### config.mk
export PLATFORM = sky130hd
export DESIGN_NAME = id_ex_mem_ctrl
export DESIGN_NICKNAME = d
export VERILOG_FILES = /design/src/rtl/id_ex_mem_ctrl.sv
export SDC_FILE = /design/constraint.sdc
export NUM_CORES = 1
export LEC_CHECK = 0
export BUFFER_PORTS_ARGS = -buffer_cell sky130_fd_sc_hd__buf_2
export CAP_MARGIN = 30
export CORE_AREA = 3 3 146 148
export DETAILED_ROUTE_END_ITERATION = 8
export DIE_AREA = 0 0 149 151
export SLEW_MARGIN = 20
export SYNTH_ARGS = -nofsm -noshare
export SYNTH_HDL_FRONTEND = slang
export SYNTH_SLANG_ARGS = --single-unit
### constraint.sdc
create_clock -name clk -period 7.2 [get_ports clk]
set_input_delay 1.08 -clock clk [delete_from_list [all_inputs] [get_ports clk]]
set_output_delay 1.08 -clock clk [all_outputs]
set_load 0.05 [all_outputs]
### src/rtl/id_ex_mem_ctrl.sv
// -----------------------------------------------------------------------------
// id_ex_mem_ctrl
//   Instruction decode plus the ID/EX and EX/MEM pipeline registers of a simple
//   in-order pipeline. Decode is purely combinational from the opcode; both
//   pipeline stages advance every cycle (no stall, forwarding or hazard logic).
//
// Ports
//   clk, rst          clock; asynchronous active-high reset of all ex_*/mem_*
//   opcode, rd        opcode and destination register of the instruction in ID
//   rd1, rd2          register-file read data in ID
//   sign_imm          extended immediate in ID
//   pc_count          PC of the instruction in ID
//   flush             1: ID/EX control fields load a bubble (data still loads)
//   alu_result        result of the external ALU working on the EX instruction
//   pc_src, imm_src,  combinational ID decode outputs
//   dec_reg_write
//   ex_*              ID/EX register contents
//   mem_*             EX/MEM register contents
// -----------------------------------------------------------------------------
module id_ex_mem_ctrl #(
  parameter int DATA_W = 32,
  parameter int PC_W   = 16
) (
  input  logic              clk,
  input  logic              rst,
  input  logic [5:0]        opcode,
  input  logic [4:0]        rd,
  input  logic [DATA_W-1:0] rd1,
  input  logic [DATA_W-1:0] rd2,
  input  logic [DATA_W-1:0] sign_imm,
  input  logic [PC_W-1:0]   pc_count,
  input  logic              flush,
  input  logic [DATA_W-1:0] alu_result,
  output logic              pc_src,
  output logic [1:0]        imm_src,
  output logic              dec_reg_write,
  output logic              ex_reg_write,
  output logic              ex_mem_to_reg,
  output logic              ex_mem_write,
  output logic              ex_alu_src,
  output logic [4:0]        ex_alu_control,
  output logic [PC_W-1:0]   ex_pc,
  output logic [DATA_W-1:0] ex_rd1,
  output logic [DATA_W-1:0] ex_rd2,
  output logic [DATA_W-1:0] ex_imm,
  output logic [4:0]        ex_rd,
  output logic              mem_reg_write,
  output logic              mem_mem_to_reg,
  output logic              mem_mem_write,
  output logic [PC_W-1:0]   mem_pc,
  output logic [DATA_W-1:0] mem_alu_result,
  output logic [DATA_W-1:0] mem_wdata,
  output logic [4:0]        mem_rd
);

  localparam logic [5:0] OP_LOAD   = 6'b100000;
  localparam logic [5:0] OP_STORE  = 6'b100001;
  localparam logic [5:0] OP_BRANCH = 6'b110000;
  localparam logic [4:0] ALU_ADD   = 5'b00001;

  logic       dec_mem_to_reg;
  logic       dec_mem_write;
  logic       dec_alu_src;
  logic [4:0] dec_alu_control;
  logic       alu_fn_valid;

  // Low nibble 1..8 selects one of the eight ALU operations; the function code
  // doubles as the ALU encoding, so 9..15 in the ALU groups are treated as NOP.
  assign alu_fn_valid = (opcode[3:0] != 4'd0) && (opcode[3:0] <= 4'd8);

  always_comb begin
    dec_reg_write   = 1'b0;
    dec_mem_to_reg  = 1'b0;
    dec_mem_write   = 1'b0;
    dec_alu_src     = 1'b0;
    dec_alu_control = 5'd0;
    pc_src          = 1'b0;
    imm_src         = 2'b00;
    case (opcode[5:4])
      2'b00: begin  // R-type
        if (alu_fn_valid) begin
          dec_reg_write   = 1'b1;
          dec_alu_control = {1'b0, opcode[3:0]};
        end
      end
      2'b01: begin  // I-type
        if (alu_fn_valid) begin
          dec_reg_write   = 1'b1;
          dec_alu_src     = 1'b1;
          dec_alu_control = {1'b0, opcode[3:0]};
        end
      end
      default: begin
        case (opcode)
          OP_LOAD: begin
            dec_reg_write   = 1'b1;
            dec_mem_to_reg  = 1'b1;
            dec_alu_src     = 1'b1;
            imm_src         = 2'b01;
            dec_alu_control = ALU_ADD;
          end
          OP_STORE: begin
            dec_mem_write   = 1'b1;
            dec_alu_src     = 1'b1;
            imm_src         = 2'b01;
            dec_alu_control = ALU_ADD;
          end
          OP_BRANCH: begin
            pc_src  = 1'b1;
            imm_src = 2'b10;
          end
          default: ;
        endcase
      end
    endcase
  end

  // ID/EX: a flush turns only the control fields into a bubble; the data fields
  // are loaded regardless since nothing downstream acts on them without controls.
  always_ff @(posedge clk or posedge rst) begin
    if (rst) begin
      ex_reg_write   <= 1'b0;
      ex_mem_to_reg  <= 1'b0;
      ex_mem_write   <= 1'b0;
      ex_alu_src     <= 1'b0;
      ex_alu_control <= 5'd0;
      ex_pc          <= '0;
      ex_rd1         <= '0;
      ex_rd2         <= '0;
      ex_imm         <= '0;
      ex_rd          <= 5'd0;
    end else begin
      ex_reg_write   <= dec_reg_write   & ~flush;
      ex_mem_to_reg  <= dec_mem_to_reg  & ~flush;
      ex_mem_write   <= dec_mem_write   & ~flush;
      ex_alu_src     <= dec_alu_src     & ~flush;
      ex_alu_control <= flush ? 5'd0 : dec_alu_control;
      ex_pc          <= pc_count;
      ex_rd1         <= rd1;
      ex_rd2         <= rd2;
      ex_imm         <= sign_imm;
      ex_rd          <= rd;
    end
  end

  // EX/MEM: rd2 travels on as the store write data.
  always_ff @(posedge clk or posedge rst) begin
    if (rst) begin
      mem_reg_write  <= 1'b0;
      mem_mem_to_reg <= 1'b0;
      mem_mem_write  <= 1'b0;
      mem_pc         <= '0;
      mem_alu_result <= '0;
      mem_wdata      <= '0;
      mem_rd         <= 5'd0;
    end else begin
      mem_reg_write  <= ex_reg_write;
      mem_mem_to_reg <= ex_mem_to_reg;
      mem_mem_write  <= ex_mem_write;
      mem_pc         <= ex_pc;
      mem_alu_result <= alu_result;
      mem_wdata      <= ex_rd2;
      mem_rd         <= ex_rd;
    end
  end

endmodule

==> results of run 1 <==
-- power breakdown --
group	leakage, nW	total (mW)	internal, mW	switching, mW
clock	0.387	1.20	0.773	0.432
sequential	2.50	1.28	1.26	0.0192
combinational	1.61	0.365	0.0763	0.289
-- logic make-up (layout without fill, tap and decap cells) --
| family | after synthesis | in the layout |
|---|---|---|
| other | 1 | 1 |
| XOR/XNOR | 1 | 1 |
| flip-flops | 213 | 213 |
| AO/OA/AOI/OAI | 3 | 3 |
| buffers and inverters | 5 | 417 |
| AND/OR/NAND/NOR | 23 | 23 |
-- through the flow --
stage	hold slack [ns]	instances	worst slack, ns	total power [mW]
2_1_floorplan	0.672	246	0.297	1.54
3_5_place_dp	0.354	889	4.01	1.66
5_1_grt	0.377	928	3.97	2.96
3_3_place_gp	0.350	889	4.01	1.66
6_report	0.363	928	4.01	2.85
4_1_cts	0.364	926	4.00	2.89
-- cells in the final DEF, fill, tap and decap left out --
cell type    n
a21oi_1      1
and2_1       2
and3_1       1
buf_16       2
buf_2      374
buf_4        1
bufinv_16    4
clkbuf_1     3
clkbuf_16   23
clkbuf_8     5
clkinv_2     2
conb_1       1
dfrtp_1    213
inv_1        2
inv_8        1
nand2_1      3
nand2b_1     1
nand2b_2     1
nor2_1       7
nor3_1       5
o211a_1      1
o21ai_1      1
or3_1        1
or4_4        1
or4b_4       1
xnor2_1      1
-- worst min-delay path by stage --
stage | endpoint | depth (start not counted)
global placement | mem_pc[1] | 0
detailed placement | mem_wdata[27] | 0
finish | mem_wdata[2] | 0
floorplan | mem_mem_to_reg | 0
global route | mem_wdata[27] | 0
CTS | mem_wdata[2] | 0
-- area by class of cell --
cell class,count,area share (%)
clock buffers,31,7.65
flip-flops and latches,213,62.2
repair buffers,377,22.6
multi-input cells,28,1.87
clock inverters,6,1.52
inverters,3,0.219
well taps,270,3.94
-- layer usage --
layer / vias to the layer above / global-route usage, % / wire length (um)
li1: 1571 / - / -
met1: 1712 / 13.7 / 5190
met2: 211 / 21.9 / 7930
met3: 24 / 4.70 / 1630
met4: 0 / 3.34 / 330
met5: - / 0 / 0
==> metrics.md, run 1 <==
| Metric | Value |
|---|---|
| Status | `completed` |
| Post-synth EDFFs | `0` |
| Share of cells above drive strength 1 | `63.1%` |
| Setup total negative slack | `0 ns` |
| Sequential element share of the synthesized area | `96.6%` |
| Hold Vio Cnt, Final | `0` |
| Placed inst area | `7730 sq um` |
| Worst hold path class | `reg -> reg` |
| Synth cell count leaders | `dfrtp_1, nor2_1, nor3_1, inv_1, nand2_1` |
| Worst Hold Launch | `ex_rd2[2]` |
| Area leader, netlist | `dfrtp_1` |
| Initial antenna violation count | `0` |
| CP peak stage delay | `0.42 ns` |
| Period utilization | `44.3%` |
| Final instance area | `8570 sq um` |
| Final Skew | `0.00661 ns` |
| Critical-path top delay cell | `or4_4` |
| Largest net degree at the start of global routing | `143` |
| Vias post-DR | `3518` |
| Detail Placement HPWL | `11700 um` |
| Post-DRT Antenna Nets | `0` |
| Crit-path most repeated cell | `buf_2` |
| CP Launch Type | `primary input` |
| First-pass DRT Iterations | `4` |
| Setup bufs post-CTS | `0` |
| DR vias/cell | `3.79` |
| Multi-input logic area | `160 sq um` |
| Synth Register Bits | `213` |
| Worst skew pair latency | `0.49 ns` |
| Max-cap violations | `0` |
| Final Critical Period | `3.19 ns` |
| CP required | `6.12 ns` |
| Final core utilization | `42.5%` |
| Routability cong. | `0.758` |
| Synth Area in Simple Gates | `2.31%` |
| Most common cell in the synthesized netlist | `dfrtp_1` |
| Reg2Reg Depth | `0` |
| Maximum vdd drop | `0.187 mV` |
| Drt wl/cell | `16.2 um` |
| R2r setup slk | `6.66 ns` |
| Setup violators final | `0` |
| CP endpoint kind | `primary output` |
| Average size of a mapped cell | `22.4 sq um` |
| Power Dens Cells | `332 nW/um^2` |
| Full die area | `22500 sq um` |
| Die Y | `151 um` |
| Post-synthesis mux area share | `0%` |
| R2R Path End | `mem_wdata[30]` |
| Max Fclk | `313 MHz` |
| CP Capture Point | `imm_src[0]` |
| Largest family of logic cells by synthesized area | `simple AND/OR/NAND/NOR gates` |
| Cell Area, Synth | `5520 sq um` |
| CTS Buf Count | `22` |
| Top_reg_cell synth | `dfrtp_1` |
| Synth Area in Compound Gates | `0.363%` |
| Synth top area cells | `dfrtp_1, nor2_1, nor3_1` |
| Initial DRC Count | `90` |
| Synth top area share | `96.6%` |
| Worst r2r src | `ex_rd2[30]` |
| Remaining DRCs | `0` |
| CTS max path bufs | `3` |
| Gr ovfl total | `0` |
| Sequential Area | `5330 sq um` |
| Worst Setup SP | `opcode[4]` |
| CORE AREA | `20200 sq um` |
| Synth Area in Adders | `0%` |
| CTS tree | `yes` |
| Crit path kind | `in -> out` |
| Root buffer cell | `clkbuf_16` |
| First-pass GRT wire length | `21000 um` |
| WP data arrival | `2.11 ns` |
| Number of global-route vias before repair | `3665` |
| Library cells used by synthesis | `18` |
| Static leakage | `4.50 nW` |
| Critical path depth | `5` |
| Starting Density | `27.4%` |
| Htree depth | `1` |
| Count of warnings emitted by yosys | `0` |
| Routed WL | `15100 um` |
| Die width | `149 um` |
| Unrepaired setup endpoints after global routing | `false` |
| Slew Limit Fails | `0` |
| Worst-path clk slew | `0.06 ns` |
| Post-cts resize count | `0` |
| Overall routing resource usage | `12.2%` |
| Crit path cell chain | `buf_2, nand2b_2, or4_4, inv_1, buf_2` |
| Inserted Diodes | `0` |
| Final nets | `803` |
| Post-synthesis xor/xnor area fraction | `0.159%` |
| Crit-path leading delay family | `simple AND/OR/NAND/NOR gates` |
| Synthesized Nets | `404` |
| IO Port Bufs | `374` |
| Row cnt | `52` |
| Area grow syn2layout | `55.3%` |
| Ports | `376` |
| Layout fillers | `1904` |
| CTS Hold Buffers Added | `0` |
| Crit-path max FO | `3` |
| Buffers & Inverters on Critical Path | `3` |
| # clock sinks | `213` |
| Syn Inst Count | `246` |
| Post-synth ARST share | `100%` |
Power figures use the tool's default switching activity.
==> run 2, diff against run 1 <==
--- a/config.mk
+++ b/config.mk
@@ -7,9 +7,9 @@
 export LEC_CHECK = 0
 export BUFFER_PORTS_ARGS = -buffer_cell sky130_fd_sc_hd__buf_2
 export CAP_MARGIN = 30
-export CORE_AREA = 3 3 146 148
+export CORE_AREA = 3 3 145 147
 export DETAILED_ROUTE_END_ITERATION = 8
-export DIE_AREA = 0 0 149 151
+export DIE_AREA = 0 0 148 150
 export SLEW_MARGIN = 20
 export SYNTH_ARGS = -nofsm -noshare
 export SYNTH_HDL_FRONTEND = slang
==> constraint.sdc (replaced) <==
create_clock -name clk -period 3.3 [get_ports clk]
set_input_delay 0.495 -clock clk [delete_from_list [all_inputs] [get_ports clk]]
set_output_delay 0.495 -clock clk [all_outputs]
set_load 0.05 [all_outputs]
==> run 2 against run 1 <==
Clock skew is 0.0011 ns lower. Die area down 1.3%. Sequential cell count unchanged. Largest cell class unchanged. Highest routed layer unchanged.
==> metrics.md, run 2 (synthesized netlist as in run 1, its figures left out) <==
| Metric | Value |
|---|---|
| Status | `completed` |
| Initial antenna violation count | `1 (+1)` |
| Final instance area | `8560 sq um (about the same)` |
| Full die area | `22200 sq um (-1.3%)` |
| Buffers & Inverters on Critical Path | `3 (unchanged)` |
| Rel. slew slack | `50.5%` |
| Setup total negative slack | `0 ns (unchanged)` |
| Unrepaired setup endpoints after global routing | `false` |
| Die Y | `150 um (-0.66%)` |
| Slew Limit Fails | `0 (unchanged)` |
| DP Worst Slack | `1.27 ns (-2.74 ns)` |
| Starting Density | `27.5% (+0.18 points)` |
| Crit path cell chain | `buf_2, nand2b_2, or4_4, inv_1, buf_2` |
| Max-cap violations | `0 (unchanged)` |
| Hold Vio Cnt, Final | `0 (unchanged)` |
| First-pass GRT wire length | `22400 um (+6.7%)` |
| Worst-Margin Slew | `0.743 ns` |
| CTS max path bufs | `3 (unchanged)` |
| Final Skew | `0.00548 ns (-0.00113 ns)` |
| CORE AREA | `20000 sq um (-0.65%)` |
| Post-DRT Antenna Nets | `0 (unchanged)` |
| Routed met3 length | `1660 um (+2.1%)` |
| Worst-path clk slew | `0.06 ns (about the same)` |
| Share of cells above drive strength 1 | `63.0% (-0.12 points)` |
| CP Launch Type | `primary input` |
| Part of the power in combinational logic | `12.9% (about the same)` |
| Internal Power | `4.50 mW (+110%)` |
| Crit-path leading delay family | `simple AND/OR/NAND/NOR gates` |
| Vias post-DR | `3511 (-0.20%)` |
| Maximum vdd drop | `0.320 mV (+71%)` |
| Root buffer cell | `clkbuf_16` |
| Power Dens Cells | `718 nW/um^2 (+120%)` |
| Most frequent cells in the layout | `buf_2, dfrtp_1, clkbuf_16` |
| Placed inst area | `7740 sq um (+0.21%)` |
| Setup violators final | `0 (unchanged)` |
| IO Port Bufs | `374 (unchanged)` |
| CP peak stage delay | `0.42 ns (about the same)` |
| Final Power | `6.15 mW (+120%)` |
| Remaining DRCs | `0 (unchanged)` |
| CTS tree | `yes` |
| Ports | `376 (unchanged)` |
| Crit-path most repeated cell | `buf_2` |
| Overall routing resource usage | `13.3% (+1.0 points)` |
| # clock sinks | `213 (unchanged)` |
| Critical-path top delay cell | `or4_4` |
| Worst hold path class | `in -> async` |
| Final nets | `805 (+0.25%)` |
| CP required | `2.80 ns (-3.32 ns)` |
| Clock share of power | `41.8% (-0.5 points)` |
| Gr ovfl total | `0 (unchanged)` |
| Most common cell after layout, fill and taps aside | `buf_2` |
| Initial DRC Count | `81 (-10%)` |
| Routed WL | `15500 um (+3.0%)` |
| Switching share of power | `26.8% (+0.79 points)` |
| Max Fclk | `493 MHz` |
| Largest net degree at the start of global routing | `139 (-2.8%)` |
| Layout fillers | `1898 (-0.32%)` |
| WL met1 | `5390 um (+3.8%)` |
| Highest layer used for signal routing | `met4` |
| Worst skew pair latency | `0.49 ns (about the same)` |
| CP endpoint kind | `primary output` |
| Drt wl/cell | `16.6 um (+2.1%)` |
| Crit path kind | `in -> out` |
| Crit-path max FO | `3 (unchanged)` |
| Setup bufs post-CTS | `0 (unchanged)` |
| Die width | `148 um (-0.67%)` |
| Period utilization | `61.4%` |
| Sw power | `1.65 mW (+120%)` |
| Routability cong. | `0.797 (+5.1%)` |
| Htree depth | `1 (unchanged)` |
| CTS Hold Buffers Added | `0 (unchanged)` |
| Flop pwr share | `45.2% (+0.4 points)` |
| Metal2 WL | `8220 um (+3.7%)` |
| Post-cts resize count | `0 (unchanged)` |
| Detail Placement HPWL | `11900 um (+2.1%)` |
| Static leakage | `4.49 nW (-0.18%)` |
| Final setup margin | `1.27 ns (-2.73 ns)` |
| Row cnt | `52 (unchanged)` |
| Number of global-route vias before repair | `3662 (-0.082%)` |
| Area grow syn2layout | `55.2% (about the same)` |
| DR vias/cell | `3.75 (-1.1%)` |
| Final Critical Period | `2.03 ns` |
| First-pass DRT Iterations | `4 (unchanged)` |
| WP data arrival | `1.53 ns (-0.58 ns)` |
| CTS Buf Count | `24 (+9.1%)` |
==> run 2: final timing paths <==
path                       depth (start not counted)            from  slack, ns                  to
max in group asynchronous                          3             rst       2.53           mem_pc[1]
setup reg to reg                                   0       ex_rd2[7]       2.77        mem_wdata[7]
min in group clk                                   1  alu_result[18]       0.10  mem_alu_result[18]
hold reg to reg                                    0        ex_pc[9]       0.37           mem_pc[9]
hold / removal                                     3             rst       0.05           ex_pc[11]
setup / recovery                                   5       opcode[4]       1.27          imm_src[0]
==> run 2: area by class of cell <==
type	instances	area [sq um]	share of cell area, %
Sequential cell	213	5330	62.2
Timing Repair Buffer	377	1930	22.5
Clock buffer	37	731	8.53
Tap cell	270	338	3.95
Multi-Input combinational cell	28	160	1.87
Clock inverter	6	57.6	0.672
Inverter	3	15.0	0.175
Antenna cell	2	5.00	0.0584
==> run 2: power groups by stage <==
stage / sequential [mW] / combinational [mW] / clock (mW)
2_1_floorplan: 3.30 / 0.0581 / 0
3_5_place_dp: 2.83 / 0.803 / 0
3_3_place_gp: 2.82 / 0.799 / 0
4_1_cts: 2.78 / 0.803 / 2.68
6_report: 2.78 / 0.795 / 2.57
5_1_grt: 2.79 / 0.835 / 2.80
==> run 2: routing by layer <==
layer / track usage [%] / vias to the layer above
met5: 0 / -
met4: 4.25 / 0
met3: 4.82 / 23
met2: 23.4 / 192
met1: 15.0 / 1714
li1: - / 1582
==> run 2: stage by stage <==
step           std cells  hold WS (ns)  util [%]
4_1_cts              933        0.0704      42.6
5_1_grt              935        0.0437      42.7
3_3_place_gp         890         0.352      38.6
3_5_place_dp         890         0.353      38.6
6_report             936        0.0477      42.7
2_1_floorplan        246         0.526         -
